<file path="config.mk">
export PLATFORM = sky130hd
export DESIGN_NAME = smpl_iter_ctrl
export DESIGN_NICKNAME = d
export VERILOG_FILES = /design/src/rtl/rast_pkg.sv /design/src/rtl/dff.sv /design/src/rtl/smpl_grid_step.sv /design/src/rtl/smpl_iter_ctrl.sv
export SDC_FILE = /design/constraint.sdc
export NUM_CORES = 1
export LEC_CHECK = 0
export BUFFER_PORTS_ARGS = -buffer_cell sky130_fd_sc_hd__buf_2
export CELL_PAD_IN_SITES_DETAIL_PLACEMENT = 0
export CELL_PAD_IN_SITES_GLOBAL_PLACEMENT = 1
export CORE_AREA = 5 5 282 284
export CTS_CLUSTER_SIZE = 12
export DETAILED_ROUTE_END_ITERATION = 10
export DIE_AREA = 0 0 287 289
export PLACE_DENSITY_LB_ADDON = 0.1
export SYNTH_ARGS = -nofsm -noshare
export SYNTH_HDL_FRONTEND = slang
export SYNTH_HIERARCHICAL = 1
export SYNTH_SLANG_ARGS = --single-unit
</file>
<file path="constraint.sdc">
create_clock -name clk -period 5 [get_ports clk]
set_clock_uncertainty 0.1 [all_clocks]
set_input_delay 0.25 -clock clk [delete_from_list [all_inputs] [get_ports clk]]
set_output_delay 0.25 -clock clk [all_outputs]
set_load 0.02 [all_outputs]
</file>
<file path="src/rtl/rast_pkg.sv">
// Shared rasterizer types, axis indices and the MSAA step decode.
package rast_pkg;

  localparam int SIGFIG = 24;
  localparam int RADIX  = 10;
  localparam int VERTS  = 3;
  localparam int AXIS   = 3;
  localparam int COLORS = 3;

  localparam int X_AX = 0;
  localparam int Y_AX = 1;
  localparam int Z_AX = 2;
  localparam int LL_C = 0;
  localparam int UR_C = 1;

  typedef enum logic [1:0] {
    WAIT_S = 2'd0,
    TEST_S = 2'd1
  } smpl_iter_state_t;

  // A non-one-hot code falls back to one sample per pixel.
  function automatic logic [1:0] ss_w_lg2(input logic [3:0] ss);
    logic [1:0] r;
    r = 2'd0;
    case (ss)
      4'b0001: r = 2'd3;
      4'b0010: r = 2'd2;
      4'b0100: r = 2'd1;
      4'b1000: r = 2'd0;
      default: r = 2'd0;
    endcase
    return r;
  endfunction

  function automatic logic [SIGFIG-1:0] ss_step(input logic [3:0] ss);
    logic [SIGFIG-1:0] s;
    s = '0;
    s[RADIX - int'(ss_w_lg2(ss))] = 1'b1;
    return s;
  endfunction

endpackage

</file>
<file path="src/rtl/dff.sv">
// Enabled data register with synchronous active-high clear.
module dff #(
  parameter int W = 1
) (
  input  logic         clk,
  input  logic         rst,
  input  logic         en,
  input  logic [W-1:0] d,
  output logic [W-1:0] q
);

  always_ff @(posedge clk) begin
    if (rst) begin
      q <= '0;
    end else if (en) begin
      q <= d;
    end
  end

endmodule

</file>
<file path="src/rtl/smpl_grid_step.sv">
// Raster-order next-sample computation over a latched bounding box.
module smpl_grid_step
  import rast_pkg::*;
(
  input  logic [SIGFIG-1:0]           x_i,
  input  logic [SIGFIG-1:0]           y_i,
  input  logic [1:0][1:0][SIGFIG-1:0] box_i,
  input  logic [SIGFIG-1:0]           step_i,
  output logic [SIGFIG-1:0]           nx_o,
  output logic [SIGFIG-1:0]           ny_o,
  output logic                        last_samp_o
);

  // One extra bit keeps x+step from wrapping when UR sits near +max.
  logic signed [SIGFIG:0] x_s;
  logic signed [SIGFIG:0] y_s;
  logic signed [SIGFIG:0] st_s;
  logic signed [SIGFIG:0] urx_s;
  logic signed [SIGFIG:0] ury_s;
  logic signed [SIGFIG:0] nx_s;
  logic signed [SIGFIG:0] ny_s;
  logic                   end_x;
  logic                   end_y;

  always_comb begin
    x_s   = {x_i[SIGFIG-1], x_i};
    y_s   = {y_i[SIGFIG-1], y_i};
    st_s  = {1'b0, step_i};
    urx_s = {box_i[UR_C][X_AX][SIGFIG-1], box_i[UR_C][X_AX]};
    ury_s = {box_i[UR_C][Y_AX][SIGFIG-1], box_i[UR_C][Y_AX]};
    nx_s  = x_s + st_s;
    ny_s  = y_s + st_s;
    end_x = nx_s > urx_s;
    end_y = ny_s > ury_s;
    nx_o  = end_x ? box_i[LL_C][X_AX] : nx_s[SIGFIG-1:0];
    ny_o  = end_x ? ny_s[SIGFIG-1:0] : y_i;
    last_samp_o = end_x & end_y;
  end

endmodule

</file>
<file path="src/rtl/smpl_iter_ctrl.sv">
// Sample iteration controller: latches a triangle and its box,
// then emits one MSAA sample position per cycle in raster order.
module smpl_iter_ctrl
  import rast_pkg::*;
(
  input  logic                                 clk,
  input  logic                                 rst,
  input  logic [VERTS-1:0][AXIS-1:0][SIGFIG-1:0] tri_R13S,
  input  logic [COLORS-1:0][SIGFIG-1:0]        color_R13U,
  input  logic [1:0][1:0][SIGFIG-1:0]          box_R13S,
  input  logic                                 validTri_R13H,
  input  logic [3:0]                           subSample_RnnnnU,
  input  logic                                 stall_R14H,
  output logic                                 halt_RnnnnL,
  output logic [VERTS-1:0][AXIS-1:0][SIGFIG-1:0] tri_R14S,
  output logic [COLORS-1:0][SIGFIG-1:0]        color_R14U,
  output logic [1:0][SIGFIG-1:0]               sample_R14S,
  output logic                                 validSamp_R14H
);

  smpl_iter_state_t state_q, state_d;
  logic             valid_q, valid_d;
  logic             load;
  logic             adv;

  logic [1:0][1:0][SIGFIG-1:0] box_q;
  logic [SIGFIG-1:0]           step_q;
  logic [SIGFIG-1:0]           x_q, x_d;
  logic [SIGFIG-1:0]           y_q, y_d;
  logic [SIGFIG-1:0]           nx, ny;
  logic                        last_samp;

  smpl_grid_step u_step (
    .x_i         (x_q),
    .y_i         (y_q),
    .box_i       (box_q),
    .step_i      (step_q),
    .nx_o        (nx),
    .ny_o        (ny),
    .last_samp_o (last_samp)
  );

  always_comb begin
    state_d = state_q;
    valid_d = valid_q;
    load    = 1'b0;
    adv     = 1'b0;
    case (state_q)
      WAIT_S: begin
        if (validTri_R13H) begin
          load    = 1'b1;
          valid_d = 1'b1;
          state_d = TEST_S;
        end else begin
          valid_d = 1'b0;
        end
      end
      TEST_S: begin
        if (!stall_R14H) begin
          if (last_samp) begin
            valid_d = 1'b0;
            state_d = WAIT_S;
          end else begin
            adv = 1'b1;
          end
        end
      end
      default: begin
        valid_d = 1'b0;
        state_d = WAIT_S;
      end
    endcase
    x_d = load ? box_R13S[LL_C][X_AX] : nx;
    y_d = load ? box_R13S[LL_C][Y_AX] : ny;
  end

  always_ff @(posedge clk) begin
    if (rst) begin
      state_q <= WAIT_S;
      valid_q <= 1'b0;
    end else begin
      state_q <= state_d;
      valid_q <= valid_d;
    end
  end

  dff #(.W(VERTS*AXIS*SIGFIG)) u_tri (
    .clk (clk), .rst (rst), .en (load),
    .d (tri_R13S), .q (tri_R14S)
  );

  dff #(.W(COLORS*SIGFIG)) u_color (
    .clk (clk), .rst (rst), .en (load),
    .d (color_R13U), .q (color_R14U)
  );

  dff #(.W(4*SIGFIG)) u_box (
    .clk (clk), .rst (rst), .en (load),
    .d (box_R13S), .q (box_q)
  );

  dff #(.W(SIGFIG)) u_stepr (
    .clk (clk), .rst (rst), .en (load),
    .d (ss_step(subSample_RnnnnU)), .q (step_q)
  );

  dff #(.W(SIGFIG)) u_x (
    .clk (clk), .rst (rst), .en (load | adv),
    .d (x_d), .q (x_q)
  );

  dff #(.W(SIGFIG)) u_y (
    .clk (clk), .rst (rst), .en (load | adv),
    .d (y_d), .q (y_q)
  );

  assign halt_RnnnnL    = (state_q == WAIT_S);
  assign validSamp_R14H = valid_q;
  assign sample_R14S[X_AX] = x_q;
  assign sample_R14S[Y_AX] = y_q;

  a_ss_onehot : assert property (
    @(posedge clk) disable iff (rst)
    (state_q == WAIT_S && validTri_R13H) |-> $onehot(subSample_RnnnnU)
  );

endmodule

</file>
After elaboration in Yosys (flattened, before gate mapping)
Index checks and enable logic that the tools add are counted.

operators by class
  equal/unequal tests = 7
  bitwise operators = 2
  order comparisons = 4
  mux-type cells = 19
  reductions and logical operators = 6
  $add $sub $neg = 3

operators with widths
  kind                 count
  $mux 24              4
  $add 24x25->25       2
  $gt 25x24->1         2
  $mux 1               8
  $lt 5x7->1 const B   1
  $mux 2               3
  $ne 2x2->1 const B   3
  $pmux 2 s3           1
  $demux 1 s5          1
  $ge 5x1->1 const B   1
  $sub 4x2->5 const A  1
  $eq 4x1->1 const B   1
  $eq 4x2->1 const B   1
  $eq 4x3->1 const B   1
  $pmux 2 s2           1
  $reduce_and 2->1     2
  $reduce_and 3->1     1
  $eq 2x1->1 const B   1
  $logic_not 2->1      1
  $pmux 1 s2           1
  $reduce_bool 2->1    1
  $and 1x1->1          1
  $logic_and 1x1->1    1
  $or 1x1->1           1

storage, ports and cells
  register bits after elaboration = 459
  logic and storage cells = 49
  output and inout bits = 338

Longest topological paths before layout
Gate-level depths: netlist of the first run.

  depth after elaboration = 8
  mapped depth = 25
  depth with buffers taken out = 22

By module
Netlist of the first run, hierarchy kept.

modules (own cells, without submodules)
  module              cells an instance  times used  area an instance (µm²)  sequential area each (µm²)
  dff at u_tri        696                1           7632.3                  4324.1
  smpl_grid_step      569                1           4244.1                  0.0
  dff at u_box        310                1           3429.5                  1921.8
  dff at u_stepr ...  77                 3           869.6                   480.5
  dff at u_color      232                1           2580.0                  1441.4
  smpl_iter_ctrl      73                 1           957.2                   40.0

Worst setup path before layout of the first run
OpenSTA, ideal clock, no wires.

  path type = reg2reg
  from = reg u_x.q[0]
  to = reg u_x.q[10]
  required time = 4772 ps
  cell stages (with the launch flop) = 25
  arrival = 4569 ps
  path buffers = 4
  setup slack = 204 ps
  period minus slack after synthesis = 4796 ps
  path through = dfxtp_1 ha_1 fa_1 a21oi_1 nor2_1 nor3_1 o21ai_0 a21oi_1 mux2i_1 o2111ai_1 ha_1 and4_1 and4bb_1 nand4_1 a41o_1 a31oi_1 buf_2 buf_2 nor2b_1 nor2_1 a21o_1 buf_6 buf_12 mux2i_1 nor2_1

between the ends
  longest elaborated chain between the ends = 7

RTL lines
  what                      line                   text
  start: declaration        dff.sv:9               output logic [W-1:0] q
  start signal: assignment  dff.sv:14              q <= '0;
  start signal: assignment  dff.sv:16              q <= d;
  $add 24x25->25            smpl_grid_step.sv:31   nx_s = x_s + st_s;
  $gt 25x24->1              smpl_grid_step.sv:33   end_x = nx_s > urx_s;
  $and 1x1->1               smpl_grid_step.sv:37   last_samp_o = end_x & end_y;
  named net last_samp       smpl_iter_ctrl.sv:31   logic last_samp;
  $mux 1                    smpl_iter_ctrl.sv:60   if (last_samp) begin
  $mux 1                    smpl_iter_ctrl.sv:59   if (!stall_R14H) begin
  $mux 1                    smpl_iter_ctrl.sv:48   case (state_q)
  $or 1x1->1                smpl_iter_ctrl.sv:108  .clk (clk), .rst (rst), .en (load | adv),

The timed path passes the listed nets, and every way through them passes these cells.
A chain may end at the register's enable or synchronous reset.

Final worst setup path of the first run
  from = reg u_stepr.q[0]
  to = reg u_x.q[5]

between the ends
  longest elaborated chain between the ends = 7

RTL lines
  what                                      line
  start: declaration                        dff.sv:9
  start signal: assignment                  dff.sv:14
  start signal: assignment                  dff.sv:16
  $add 24x25->25, on equally long branches  smpl_grid_step.sv:31, smpl_grid_step.sv:32
  $gt 25x24->1, on equally long branches    smpl_grid_step.sv:33, smpl_grid_step.sv:34
  $and 1x1->1 *                             smpl_grid_step.sv:37
  named net last_samp                       smpl_iter_ctrl.sv:31
  $mux 1 *                                  smpl_iter_ctrl.sv:60
  $mux 1 *                                  smpl_iter_ctrl.sv:59
  $mux 1 *                                  smpl_iter_ctrl.sv:48
  $or 1x1->1 *                              smpl_iter_ctrl.sv:108

The timed path passes the listed nets; every way through them passes the cells marked *.

==> results of run 1 <==
## report_power, final
group	switching [mW]	internal, mW
clock network	1.61	2.42
logic	1.82	1.76
registers	0.215	3.75
total	3.64	7.92
## sequential cells by signal (all words and copies together), names as in the netlist
| signal | flops |
|---|---|
| u_tri/q | 216 |
| u_color/q | 72 |
| u_y/q | 24 |
| u_x/q | 24 |
| u_stepr/q | 24 |
| state_q | 1 |
| u_box/q | 72 |
| validSamp_R14H | 1 |
## through the flow
| stage | worst slack (ns) | cell area (µm²) | utilization |
|---|---|---|---|
| 5_1_grt | -0.121 | 31600 | 0.411 |
| 4_1_cts | 0.00671 | 31300 | 0.407 |
| 3_5_place_dp | -0.0787 | 25300 | 0.329 |
| 3_3_place_gp | 0.0143 | 25300 | 0.329 |
| 6_report | 0.149 | 31600 | 0.411 |
| 2_1_floorplan | 0.204 | 20700 | - |
## area by class of cell
cell class / instances / area (µm²)
Clock inverter: 16 / 210
Timing Repair Buffer: 1196 / 8470
Tap cell: 1040 / 1300
Inverter: 68 / 255
Multi-Input combinational cell: 1440 / 11000
Clock buffer: 84 / 1620
Sequential cell: 434 / 8690
Antenna cell: 4 / 10.0
Fill cell: 7744 / 45200
## worst max-delay path, cell delays in order, from the launching register on
cell and delay (ns):
sky130_fd_sc_hd__dfxtp_2 0.33, sky130_fd_sc_hd__buf_4 0.14, sky130_fd_sc_hd__ha_1 0.21, sky130_fd_sc_hd__fa_2 0.37
sky130_fd_sc_hd__a21oi_2 0.17, sky130_fd_sc_hd__o22ai_1 0.14, sky130_fd_sc_hd__o31ai_2 0.29, sky130_fd_sc_hd__o311a_1 0.29
sky130_fd_sc_hd__buf_4 0.15, sky130_fd_sc_hd__xnor2_1 0.18, sky130_fd_sc_hd__ha_1 0.31, sky130_fd_sc_hd__a21o_1 0.16
sky130_fd_sc_hd__a21o_1 0.17, sky130_fd_sc_hd__a21oi_1 0.13, sky130_fd_sc_hd__o21ai_0 0.09, sky130_fd_sc_hd__a21o_1 0.16
sky130_fd_sc_hd__a21oi_1 0.14, sky130_fd_sc_hd__o22ai_1 0.13, sky130_fd_sc_hd__nor2b_1 0.17, sky130_fd_sc_hd__nor2_2 0.15
sky130_fd_sc_hd__a21o_4 0.25, sky130_fd_sc_hd__clkbuf_16 0.21, sky130_fd_sc_hd__mux2i_1 0.20, sky130_fd_sc_hd__nor2_1 0.05
## cells in the final DEF (no fill, tap or decap), types with 13 or more instances in the layout
cell and instances:
sky130_fd_sc_hd__mux2i_1 434, sky130_fd_sc_hd__nor2_1 466, sky130_fd_sc_hd__a21oi_1 51, sky130_fd_sc_hd__dlygate4sd3_1 400
sky130_fd_sc_hd__buf_4 42, sky130_fd_sc_hd__clkbuf_16 59, sky130_fd_sc_hd__inv_1 68, sky130_fd_sc_hd__xnor2_1 29
sky130_fd_sc_hd__nand3_1 14, sky130_fd_sc_hd__clkbuf_1 16, sky130_fd_sc_hd__dfxtp_1 430, sky130_fd_sc_hd__ha_1 92
sky130_fd_sc_hd__clkbuf_8 13, sky130_fd_sc_hd__o21ai_0 28, sky130_fd_sc_hd__buf_2 728, sky130_fd_sc_hd__mux2_2 16
sky130_fd_sc_hd__buf_12 14, sky130_fd_sc_hd__nand2_1 28, sky130_fd_sc_hd__conb_1 20, sky130_fd_sc_hd__mux2_4 68
sky130_fd_sc_hd__a21o_1 29
## final timing paths
check,from,cells past startpoint,end
min,stall_R14H,4,state_q[0]$_SDFFE_PP0P_
max,u_stepr/q[0]$_SDFFE_PP0P_,23,u_x/q[5]$_SDFFE_PP0P_
max reg2reg,u_stepr/q[0]$_SDFFE_PP0P_,23,u_x/q[5]$_SDFFE_PP0P_
min reg2reg,u_tri/q[195]$_SDFFE_PP0P_,2,u_tri/q[195]$_SDFFE_PP0P_
## per-layer routing
| metal | vias up | part of all wire | wire length [µm] | GRT usage |
|---|---|---|---|---|
| li1 | 9306 | - | - | - |
| met1 | 8832 | 0.42 | 35800 | 0.233 |
| met2 | 527 | 0.48 | 41200 | 0.329 |
| met3 | 103 | 0.076 | 6490 | 0.0606 |
| met4 | 4 | 0.024 | 2030 | 0.0475 |
| met5 | - | 0.00022 | 19 | 0 |
## what timing repair did
item	CTS	global route
gates resized for setup	13	54
setup endpoints to repair	34	49
hold buffers	400	0
pin swaps	12	20
hold endpoints to repair	413	0
buffers inserted	5	3
cloned	1	6
==> flow_summary.rst, run 1 <==
.. list-table::
   :header-rows: 1

   * - Metric
     - Value
   * - Final Setup Violations
     - 0
   * - Least-Margin Pin Slew
     - 0.956 ns
   * - FMAX
     - 0.206 GHz
   * - Max-cap viol count
     - 0
   * - Number of search-and-repair iterations in the first detailed-routing pass
     - 5
   * - Layout net count
     - 3,686
   * - Final std cells w/o fill
     - 4,282
   * - Initial antenna violation count
     - 4
   * - Wire length of the first global-routing pass
     - 122 mm
   * - CTS root buf
     - sky130_fd_sc_hd__clkbuf_16
   * - Std-Cell Core Area
     - 76,800 µm²
   * - Maximum number of pins on one net before global-route repair
     - 151
   * - Clock sink total
     - 434
   * - Synth Warn #
     - 6
   * - Worst-case register-to-register setup slack
     - 0.15 ns
   * - Total number of vias
     - 18,800
   * - Number of global-route vias before repair
     - 19,600
   * - Classification of the worst-slack hold path
     - in -> reg
   * - Initial Utilization
     - 0.268
   * - Number of standard cells after synthesis
     - 2,035
   * - Data arrival, critical path
     - 5.20 ns
   * - Power density over cell area
     - 366 nW/µm²
   * - Total placed cells including tap cells
     - 3,763
   * - Clock-pin slew on the worst setup and hold paths
     - 0.06 ns
   * - Initial DRC Count
     - 723
   * - TritonCTS clock tree
     - built
   * - Post-Route Setup TNS
     - 0 ns
   * - DRC errors left
     - 0
   * - Clock buffer count from CTS
     - 54
   * - Leakage
     - 15.5 nW
   * - Count of input and output buffers
     - 729
   * - Signed area change from the synthesized netlist to the final layout
     - 53.3%
   * - DIE AREA
     - 82,900 µm²
   * - Fraction of layout instances using a drive strength above 1
     - 0.309
   * - Required time at the endpoint of the critical path
     - 5.35 ns
   * - Fin Hold WS
     - 0.0350 ns
   * - Height of the die
     - 289 µm
   * - I/O pins
     - 730
   * - Total power of the final layout
     - 11.6 mW
   * - Global-route usage over all layers
     - 0.191
   * - H-tree depth
     - 2
   * - Critical path launch point type
     - register
   * - Critical Setup Path Class
     - reg -> reg
   * - Average footprint of a synthesized cell
     - 10.1 µm²
   * - Drt wl/cell
     - 20.0 µm
   * - Unrepaired setup endpoints after global routing
     - true
   * - Total routed wirelength
     - 85.5 mm
   * - Share of the clock period used by the worst path after layout
     - 0.970
   * - Dpl hpwl
     - 65.7 mm
   * - Width of the chip
     - 287 µm
   * - CP endpoint kind
     - register
   * - Standard-cell rows
     - 102
   * - Hold Violations, Final
     - 0
   * - Vias per cell
     - 4.38
   * - Maximum clock path buffer count
     - 3
   * - Clock Latency Late Sink
     - 0.61 ns
   * - Number of nets still failing antenna checks after routing
     - 0
   * - Normalized max-slew margin
     - 0.362
   * - Run status
     - completed
   * - Count of pins over their slew limit
     - 0
   * - Routability Congestion
     - 0.832
   * - Min cycle time layout
     - 4.85 ns
   * - Worst-path fanout max
     - 8
   * - Maximum resistive drop on vdd
     - 249 µV
   * - Total congestion overflow after global routing
     - 0
   * - Netlist area before placement
     - 20,600 µm²
Power figures use the tool's default switching activity.
==> inputs of run 2 (changes only) <==
- ABC_AREA: unset -> 1
- CORE_AREA: 5 5 282 284 -> unset
- CORE_MARGIN: unset -> 5
- CORE_UTILIZATION: unset -> 30
- DIE_AREA: 0 0 287 289 -> unset
==> run 2 against run 1 <==
Cell count up 42%. Register-to-register slack better by 0.36 ns. Synthesized cell count is 93% higher. Highest routed layer unchanged. Worst hold slack got worse by 0.016 ns. Worst setup slack better by 0.36 ns. Combinational power increased by 120%. Non-clock buffer count shrank 56. Die area is 3.4% higher. Sequential cell count unchanged. Count of clock-buffer cells in the layout fell by 2. First-iteration DRC count increased by 78%.
==> flow_summary.rst, run 2 <==
.. list-table::
   :header-rows: 1

   * - Metric
     - Value
   * - Critical Setup Path Class
     - reg -> reg (unchanged)
   * - Netlist area before placement
     - 24,000 µm² (was 20,600 µm²)
   * - Filler Cell Count
     - 8,778 (was 7,744)
   * - Global-route usage over all layers
     - 0.213 (was 0.191)
   * - Run status
     - completed (unchanged)
   * - Highest-count cells in the layout ignoring fill and taps
     - sky130_fd_sc_hd__nand2_1 (1,379), sky130_fd_sc_hd__nor2_1 (951), sky130_fd_sc_hd__buf_2 (729) (was sky130_fd_sc_hd__buf_2 (728), sky130_fd_sc_hd__nor2_1 (466), sky130_fd_sc_hd__mux2i_1 (434))
   * - Startpoint of the most critical setup path
     - u_stepr/q[9]$_SDFFE_PP0P_ (was u_stepr/q[0]$_SDFFE_PP0P_)
   * - Initial DRC Count
     - 1,284 (was 723)
   * - Wire length of the first global-routing pass
     - 144 mm (was 122 mm)
   * - I/O pins
     - 730 (unchanged)
   * - Worst-case register-to-register setup slack
     - 0.51 ns (was 0.15 ns)
   * - Data arrival, critical path
     - 4.90 ns (was 5.20 ns)
   * - Unrepaired setup endpoints after global routing
     - false (was true)
   * - Classification of the worst-slack hold path
     - in -> reg (unchanged)
   * - Standard-cell rows
     - 103 (was 102)
   * - Initial Utilization
     - 0.303 (was 0.268)
   * - Maximum number of pins on one net before global-route repair
     - 221 (was 151)
   * - Origin of the worst min-delay path
     - box_R13S[33] (was stall_R14H)
   * - Initial antenna violation count
     - 5 (was 4)
   * - Height of the die
     - 293 µm (was 289 µm)
   * - Maximum resistive drop on vdd
     - 423 µV (was 249 µV)
   * - Reg2reg start
     - u_stepr/q[9]$_SDFFE_PP0P_ (was u_stepr/q[0]$_SDFFE_PP0P_)
   * - Total number of vias
     - 25,500 (was 18,800)
   * - DIE AREA
     - 85,800 µm² (was 82,900 µm²)
   * - Number of nets still failing antenna checks after routing
     - 0 (unchanged)
   * - Hold Path Sink
     - u_y/q[9]$_SDFFE_PP0P_ (was state_q[0]$_SDFFE_PP0P_)
   * - FMAX
     - 0.223 GHz (was 0.206 GHz)
   * - Total setup buffers inserted after CTS
     - 0 (was 5)
   * - Most common library cell in the layout ignoring fill and taps
     - sky130_fd_sc_hd__nand2_1 (was sky130_fd_sc_hd__buf_2)
   * - Width of the chip
     - 293 µm (was 287 µm)
   * - Hold Violations, Final
     - 0 (unchanged)
   * - Count of pins over their slew limit
     - 0 (unchanged)
   * - Critical path launch point type
     - register (unchanged)
   * - Total power of the final layout
     - 16.7 mW (was 11.6 mW)
   * - Drt wl/cell
     - 15.9 µm (was 20.0 µm)
   * - H-tree depth
     - 2 (unchanged)
   * - Number of search-and-repair iterations in the first detailed-routing pass
     - 5 (unchanged)
   * - Dpl hpwl
     - 73.3 mm (was 65.7 mm)
   * - Power density over cell area
     - 496 nW/µm² (was 366 nW/µm²)
   * - Count of input and output buffers
     - 729 (unchanged)
   * - Max-cap viol count
     - 0 (unchanged)
   * - Layout net count
     - 5,461 (was 3,686)
   * - Register containing the most flip-flops in the final layout
     - u_tri/q (unchanged)
   * - Fraction of layout instances using a drive strength above 1
     - 0.173 (was 0.309)
   * - DRC errors left
     - 0 (unchanged)
   * - Capture point of the worst reg-to-reg path
     - u_x/q[5]$_SDFFE_PP0P_ (unchanged)
   * - Post-Route Setup TNS
     - 0 ns (unchanged)
   * - Clock buffer count from CTS
     - 54 (unchanged)
   * - Maximum clock path buffer count
     - 3 (unchanged)
   * - Number of global-route vias before repair
     - 24,500 (was 19,600)
   * - TritonCTS clock tree
     - built (unchanged)
   * - Regs by FF count
     - u_tri/q (216), u_box/q (72), u_color/q (72) (unchanged)
   * - Resize count post-CTS
     - 0 (was 13)
   * - Least-Margin Pin Slew
     - 0.995 ns (was 0.956 ns)
   * - Average footprint of a synthesized cell
     - 6.13 µm² (was 10.1 µm²)
   * - Signed area change from the synthesized netlist to the final layout
     - 40.5% (was 53.3%)
   * - Logic depth of the worst register-to-register path
     - 25 (was 23)
   * - CP endpoint kind
     - register (unchanged)
   * - Worst-path fanout max
     - 50 (was 8)
   * - Final Setup Violations
     - 0 (unchanged)
   * - Leakage
     - 19.2 nW (was 15.5 nW)
   * - Required time at the endpoint of the critical path
     - 5.41 ns (was 5.35 ns)
   * - Total congestion overflow after global routing
     - 0 (unchanged)
   * - CTS root buf
     - sky130_fd_sc_hd__clkbuf_16 (unchanged)
   * - Number of standard cells after synthesis
     - 3,919 (was 2,035)
   * - Total routed wirelength
     - 96.7 mm (was 85.5 mm)
   * - Share of the clock period used by the worst path after layout
     - 0.898 (was 0.970)
   * - CTS Hold Buffers Added
     - 388 (was 400)
   * - Flip-flop count of the largest register, all copies and words added
     - 216 (unchanged)
   * - Vias per cell
     - 4.21 (was 4.38)
   * - Min cycle time layout
     - 4.49 ns (was 4.85 ns)
   * - Routability Congestion
     - 0.884 (was 0.832)
   * - Clock Latency Late Sink
     - 0.62 ns (was 0.61 ns)
   * - Normalized max-slew margin
     - 0.336 (was 0.362)
   * - Instance count along the most critical hold path
     - 7 (was 4)
   * - Synth Warn #
     - 6 (unchanged)
   * - Std-Cell Core Area
     - 79,100 µm² (was 76,800 µm²)
   * - Clock-pin slew on the worst setup and hold paths
     - 0.07 ns (was 0.06 ns)
   * - Clock sink total
     - 434 (unchanged)
run 2: where the power goes:
group / switching, mW / total, mW / internal (mW)
combinational: 5.18 / 7.90 / 2.72
clock: 1.68 / 4.10 / 2.43
sequential: 0.551 / 4.72 / 4.17
run 2: worst max-delay path, cell delays in order (launching register included):
cell and delay (ns):
sky130_fd_sc_hd__dfxtp_1 0.55, sky130_fd_sc_hd__ha_1 0.36, sky130_fd_sc_hd__a21oi_1 0.25, sky130_fd_sc_hd__inv_1 0.07
sky130_fd_sc_hd__a21oi_1 0.32, sky130_fd_sc_hd__nor2_1 0.08, sky130_fd_sc_hd__nor2_1 0.13, sky130_fd_sc_hd__nand2_1 0.09
sky130_fd_sc_hd__nand2_1 0.08, sky130_fd_sc_hd__nand2_1 0.05, sky130_fd_sc_hd__nand2_1 0.06, sky130_fd_sc_hd__nand2_1 0.08
sky130_fd_sc_hd__ha_1 0.34, sky130_fd_sc_hd__a21o_1 0.19, sky130_fd_sc_hd__or2_0 0.20, sky130_fd_sc_hd__nor2_1 0.16
sky130_fd_sc_hd__nand4_1 0.16, sky130_fd_sc_hd__nand2_2 0.16, sky130_fd_sc_hd__nor2_1 0.06, sky130_fd_sc_hd__inv_1 0.05
sky130_fd_sc_hd__nand2_1 0.10, sky130_fd_sc_hd__a21boi_4 0.23, sky130_fd_sc_hd__buf_12 0.27, sky130_fd_sc_hd__nand2_1 0.09
sky130_fd_sc_hd__nand2_1 0.07, sky130_fd_sc_hd__nor2_1 0.05
run 2: per-layer routing:
layer	share of wire	global-route usage	vias to the layer above	routed length, µm
li1	-	-	13500	-
met1	0.42	0.256	11200	40400
met2	0.48	0.375	612	46500
met3	0.060	0.0438	164	5770
met4	0.042	0.0805	2	4040
met5	0.00013	0	-	13
run 2: area by class of cell:
class,count,area (µm²),share of cell area
diodes,5,12.5,0.000371
clock buffers,82,1640,0.0485
clock inverters,19,233,0.00690
inverters,624,2360,0.0701
multi-input cells,2715,11700,0.346
flip-flops and latches,434,8690,0.258
well taps,1050,1310,0.0390
repair buffers,1140,7820,0.232
run 2: metrics by stage:
step           instances  setup WS (ns)  hold slack [ns]  instance area (µm²)  utilization
3_3_place_gp        5575          0.555            0.352                28000        0.353
4_1_cts             6064          0.549          0.00642                33700        0.426
5_1_grt             6065         0.0224           0.0525                33700        0.426
6_report            6069          0.512           0.0192                33700        0.426
2_1_floorplan       3938          0.893            0.304                24100            -
3_5_place_dp        5575          0.601            0.359                28000        0.353
run 2: worst max path at each step:
stage,to,cells after the start
final,u_x/q[5]$_SDFFE_PP0P_,25
after global routing,u_x/q[5]$_SDFFE_PP0P_,26
after CTS,u_x/q[20]$_SDFFE_PP0P_,27
after detailed placement,u_x/q[14]$_SDFFE_PP0P_,27
after global placement,u_x/q[9]$_SDFFE_PP0P_,25
after floorplan,u_y/q[19]$_SDFFE_PP0P_,27
==> inputs of run 3 (changes only) <==
- CELL_PAD_IN_SITES_DETAIL_PLACEMENT: 0 -> 1
==> run 3 against run 2 <==
Fmax is 0.94% lower. First-iteration DRC count down 16%. Combinational power rose by 2%. Clock power barely moved. Die area did not move. Sequential share of layout area hardly changed. Count of clock-buffer cells in the layout fell by 1.
==> flow_summary.rst, run 3 (synthesis gave the netlist of run 2 again) <==
.. list-table::
   :header-rows: 1

   * - Metric
     - Value
   * - Count of input and output buffers
     - 729 (unchanged)
   * - Final Setup Violations
     - 0 (unchanged)
   * - Flip-flop count of the largest register, all copies and words added
     - 216 (unchanged)
   * - Global-route usage over all layers
     - 0.228 (was 0.213)
   * - Clock sink total
     - 434 (unchanged)
   * - FMAX
     - 0.221 GHz (was 0.223 GHz)
   * - CTS Hold Buffers Added
     - 386 (was 388)
   * - Worst-case register-to-register setup slack
     - 0.47 ns (was 0.51 ns)
   * - Power spent charging and discharging nets
     - 7.55 mW (was 7.41 mW)
   * - Initial antenna violation count
     - 10 (was 5)
   * - Min cycle time layout
     - 4.53 ns (was 4.49 ns)
   * - Total placed cells including tap cells
     - 5,575 (unchanged)
   * - Resize count post-CTS
     - 0 (unchanged)
   * - Fin Hold WS
     - 0.0113 ns (was 0.0192 ns)
   * - Total setup buffers inserted after CTS
     - 0 (unchanged)
   * - Highest-count cells in the layout ignoring fill and taps
     - sky130_fd_sc_hd__nand2_1 (1,379), sky130_fd_sc_hd__nor2_1 (951), sky130_fd_sc_hd__buf_2 (729) (unchanged)
   * - Count of pins over their slew limit
     - 0 (unchanged)
   * - Std-Cell Core Area
     - 79,100 µm² (unchanged)
   * - Data arrival, critical path
     - 4.93 ns (was 4.90 ns)
   * - Dpl hpwl
     - 76.5 mm (was 73.3 mm)
   * - Routability Congestion
     - 0.884 (unchanged)
   * - Fraction of layout instances using a drive strength above 1
     - 0.173 (about the same)
   * - Maximum number of pins on one net before global-route repair
     - 221 (unchanged)
   * - Height of the die
     - 293 µm (unchanged)
   * - Regs by FF count
     - u_tri/q (216), u_box/q (72), u_color/q (72) (unchanged)
   * - Clock buffer count from CTS
     - 54 (unchanged)
   * - CTS root buf
     - sky130_fd_sc_hd__clkbuf_16 (unchanged)
   * - Critical path launch point type
     - register (unchanged)
   * - Post-Route Setup TNS
     - 0 ns (unchanged)
   * - Drt wl/cell
     - 17.0 µm (was 15.9 µm)
   * - Width of the chip
     - 293 µm (unchanged)
   * - Final std cells w/o fill
     - 6,070 (was 6,069)
   * - Unrepaired setup endpoints after global routing
     - false (unchanged)
   * - CP endpoint kind
     - register (unchanged)
   * - Vias per cell
     - 4.33 (was 4.21)
   * - Required time at the endpoint of the critical path
     - 5.40 ns (was 5.41 ns)
   * - Maximum resistive drop on vdd
     - 340 µV (was 423 µV)
   * - Sw Ratio
     - 0.448 (was 0.443)
   * - Most common library cell in the layout ignoring fill and taps
     - sky130_fd_sc_hd__nand2_1 (unchanged)
   * - Hold Violations, Final
     - 0 (unchanged)
   * - I/O pins
     - 730 (unchanged)
   * - Number of global-route vias before repair
     - 26,700 (was 24,500)
   * - Max-cap viol count
     - 0 (unchanged)
   * - Number of nets still failing antenna checks after routing
     - 0 (unchanged)
   * - Leakage
     - 19.2 nW (about the same)
   * - Startpoint of the most critical setup path
     - u_stepr/q[9]$_SDFFE_PP0P_ (unchanged)
   * - Least-Margin Pin Slew
     - 0.945 ns (was 0.995 ns)
   * - Part of the total power dissipated in the clock network
     - 0.242 (was 0.245)
   * - Number of search-and-repair iterations in the first detailed-routing pass
     - 4 (was 5)
   * - Clock-pin slew on the worst setup and hold paths
     - 0.06 ns (was 0.07 ns)
   * - TritonCTS clock tree
     - built (unchanged)
   * - Initial Utilization
     - 0.303 (unchanged)
   * - Share of the clock period used by the worst path after layout
     - 0.906 (was 0.898)
   * - Initial DRC Count
     - 1,081 (was 1,284)
   * - Reg2reg start
     - u_stepr/q[9]$_SDFFE_PP0P_ (unchanged)
   * - Total routed wirelength
     - 103 mm (was 96.7 mm)
   * - Sequential cell fraction of total power
     - 0.281 (was 0.282)
   * - Clock Latency Late Sink
     - 0.63 ns (was 0.62 ns)
   * - Power density over cell area
     - 500 nW/µm² (was 496 nW/µm²)
   * - Run status
     - completed (unchanged)
   * - Origin of the worst min-delay path
     - box_R13S[33] (unchanged)
   * - Maximum clock path buffer count
     - 3 (unchanged)
   * - Share of total power in combinational logic
     - 0.478 (was 0.472)
   * - DRC errors left
     - 0 (unchanged)
   * - Total congestion overflow after global routing
     - 0 (unchanged)
   * - Cell internal pwr
     - 9.29 mW (was 9.32 mW)
   * - Standard-cell rows
     - 103 (unchanged)
   * - Wire length of the first global-routing pass
     - 155 mm (was 144 mm)
   * - Signed area change from the synthesized netlist to the final layout
     - 40.3% (was 40.5%)
   * - Register containing the most flip-flops in the final layout
     - u_tri/q (unchanged)
   * - Classification of the worst-slack hold path
     - in -> reg (unchanged)
   * - Normalized max-slew margin
     - 0.369 (was 0.336)
   * - Layout net count
     - 5,459 (was 5,461)
   * - Total number of vias
     - 26,300 (was 25,500)
   * - H-tree depth
     - 2 (unchanged)
   * - Worst-path fanout max
     - 50 (unchanged)
   * - Critical Setup Path Class
     - reg -> reg (unchanged)
   * - DIE AREA
     - 85,800 µm² (unchanged)
run 3: path summary, 6_finish.rpt:
| check | endpoint | cells after the start |
|---|---|---|
| min | u_y/q[9]$_SDFFE_PP0P_ | 7 |
| max reg2reg | u_x/q[13]$_SDFFE_PP0P_ | 25 |
| min reg2reg | u_tri/q[19]$_SDFFE_PP0P_ | 2 |
| max | u_x/q[13]$_SDFFE_PP0P_ | 25 |
run 3: worst max-delay path: stages, from the launching register on:
cell	delay [ns]
sky130_fd_sc_hd__dfxtp_1	0.57
sky130_fd_sc_hd__ha_1	0.36
sky130_fd_sc_hd__a21oi_1	0.23
sky130_fd_sc_hd__inv_1	0.06
sky130_fd_sc_hd__a21oi_1	0.32
sky130_fd_sc_hd__nor2_1	0.08
sky130_fd_sc_hd__nor2_1	0.14
sky130_fd_sc_hd__nand2_1	0.09
sky130_fd_sc_hd__nand2_1	0.08
sky130_fd_sc_hd__nand2_1	0.05
sky130_fd_sc_hd__nand2_1	0.06
sky130_fd_sc_hd__nand2_1	0.08
sky130_fd_sc_hd__ha_1	0.36
sky130_fd_sc_hd__a21o_1	0.20
sky130_fd_sc_hd__or2_0	0.21
sky130_fd_sc_hd__nor2_1	0.17
sky130_fd_sc_hd__nand4_1	0.16
sky130_fd_sc_hd__nand2_2	0.16
sky130_fd_sc_hd__nor2_1	0.06
sky130_fd_sc_hd__inv_1	0.05
sky130_fd_sc_hd__nand2_1	0.10
sky130_fd_sc_hd__a21boi_4	0.23
sky130_fd_sc_hd__buf_12	0.27
sky130_fd_sc_hd__nand2_1	0.09
sky130_fd_sc_hd__nand2_1	0.06
sky130_fd_sc_hd__nor2_1	0.06
run 3: per-stage QoR:
step | worst slack, ns | area, µm² | utilization | power (mW)
floorplan | 0.893 | 24100 | - | 10.4
global placement | 0.555 | 28000 | 0.353 | 12.5
detailed placement | 0.514 | 28000 | 0.353 | 12.6
CTS | 0.503 | 33700 | 0.426 | 17.0
global route | 0.0152 | 33700 | 0.426 | 18.2
finish | 0.469 | 33700 | 0.426 | 16.8
run 3: metal layers:
layer | share of wire | GRT usage | vias up
met3 | 0.058 | 0.0498 | 212
li1 | - | - | 13500
met4 | 0.049 | 0.0940 | 0
met1 | 0.41 | 0.265 | 12000
met2 | 0.48 | 0.407 | 609
met5 | 0 | 0 | -
run 3: power groups by stage:
| stage | Sequential, mW | Combinational (mW) | Clock [mW] |
|---|---|---|---|
| 2_1_floorplan | 5.29 | 5.12 | 0 |
| 3_3_place_gp | 4.78 | 7.74 | 0 |
| 3_5_place_dp | 4.81 | 7.81 | 0 |
| 4_1_cts | 4.74 | 8.10 | 4.21 |
| 5_1_grt | 4.82 | 9.08 | 4.33 |
| 6_report | 4.73 | 8.05 | 4.07 |
run 3: area by class of cell:
| class | count | area (µm²) |
|---|---|---|
| Clock inverter | 20 | 235 |
| Timing Repair Buffer | 1138 | 7800 |
| Inverter | 624 | 2360 |
| Clock buffer | 81 | 1610 |
| Tap cell | 1050 | 1310 |
| Fill cell | 10600 | 45400 |
| Antenna cell | 8 | 20.0 |
| Multi-Input combinational cell | 2715 | 11700 |
| Sequential cell | 434 | 8690 |
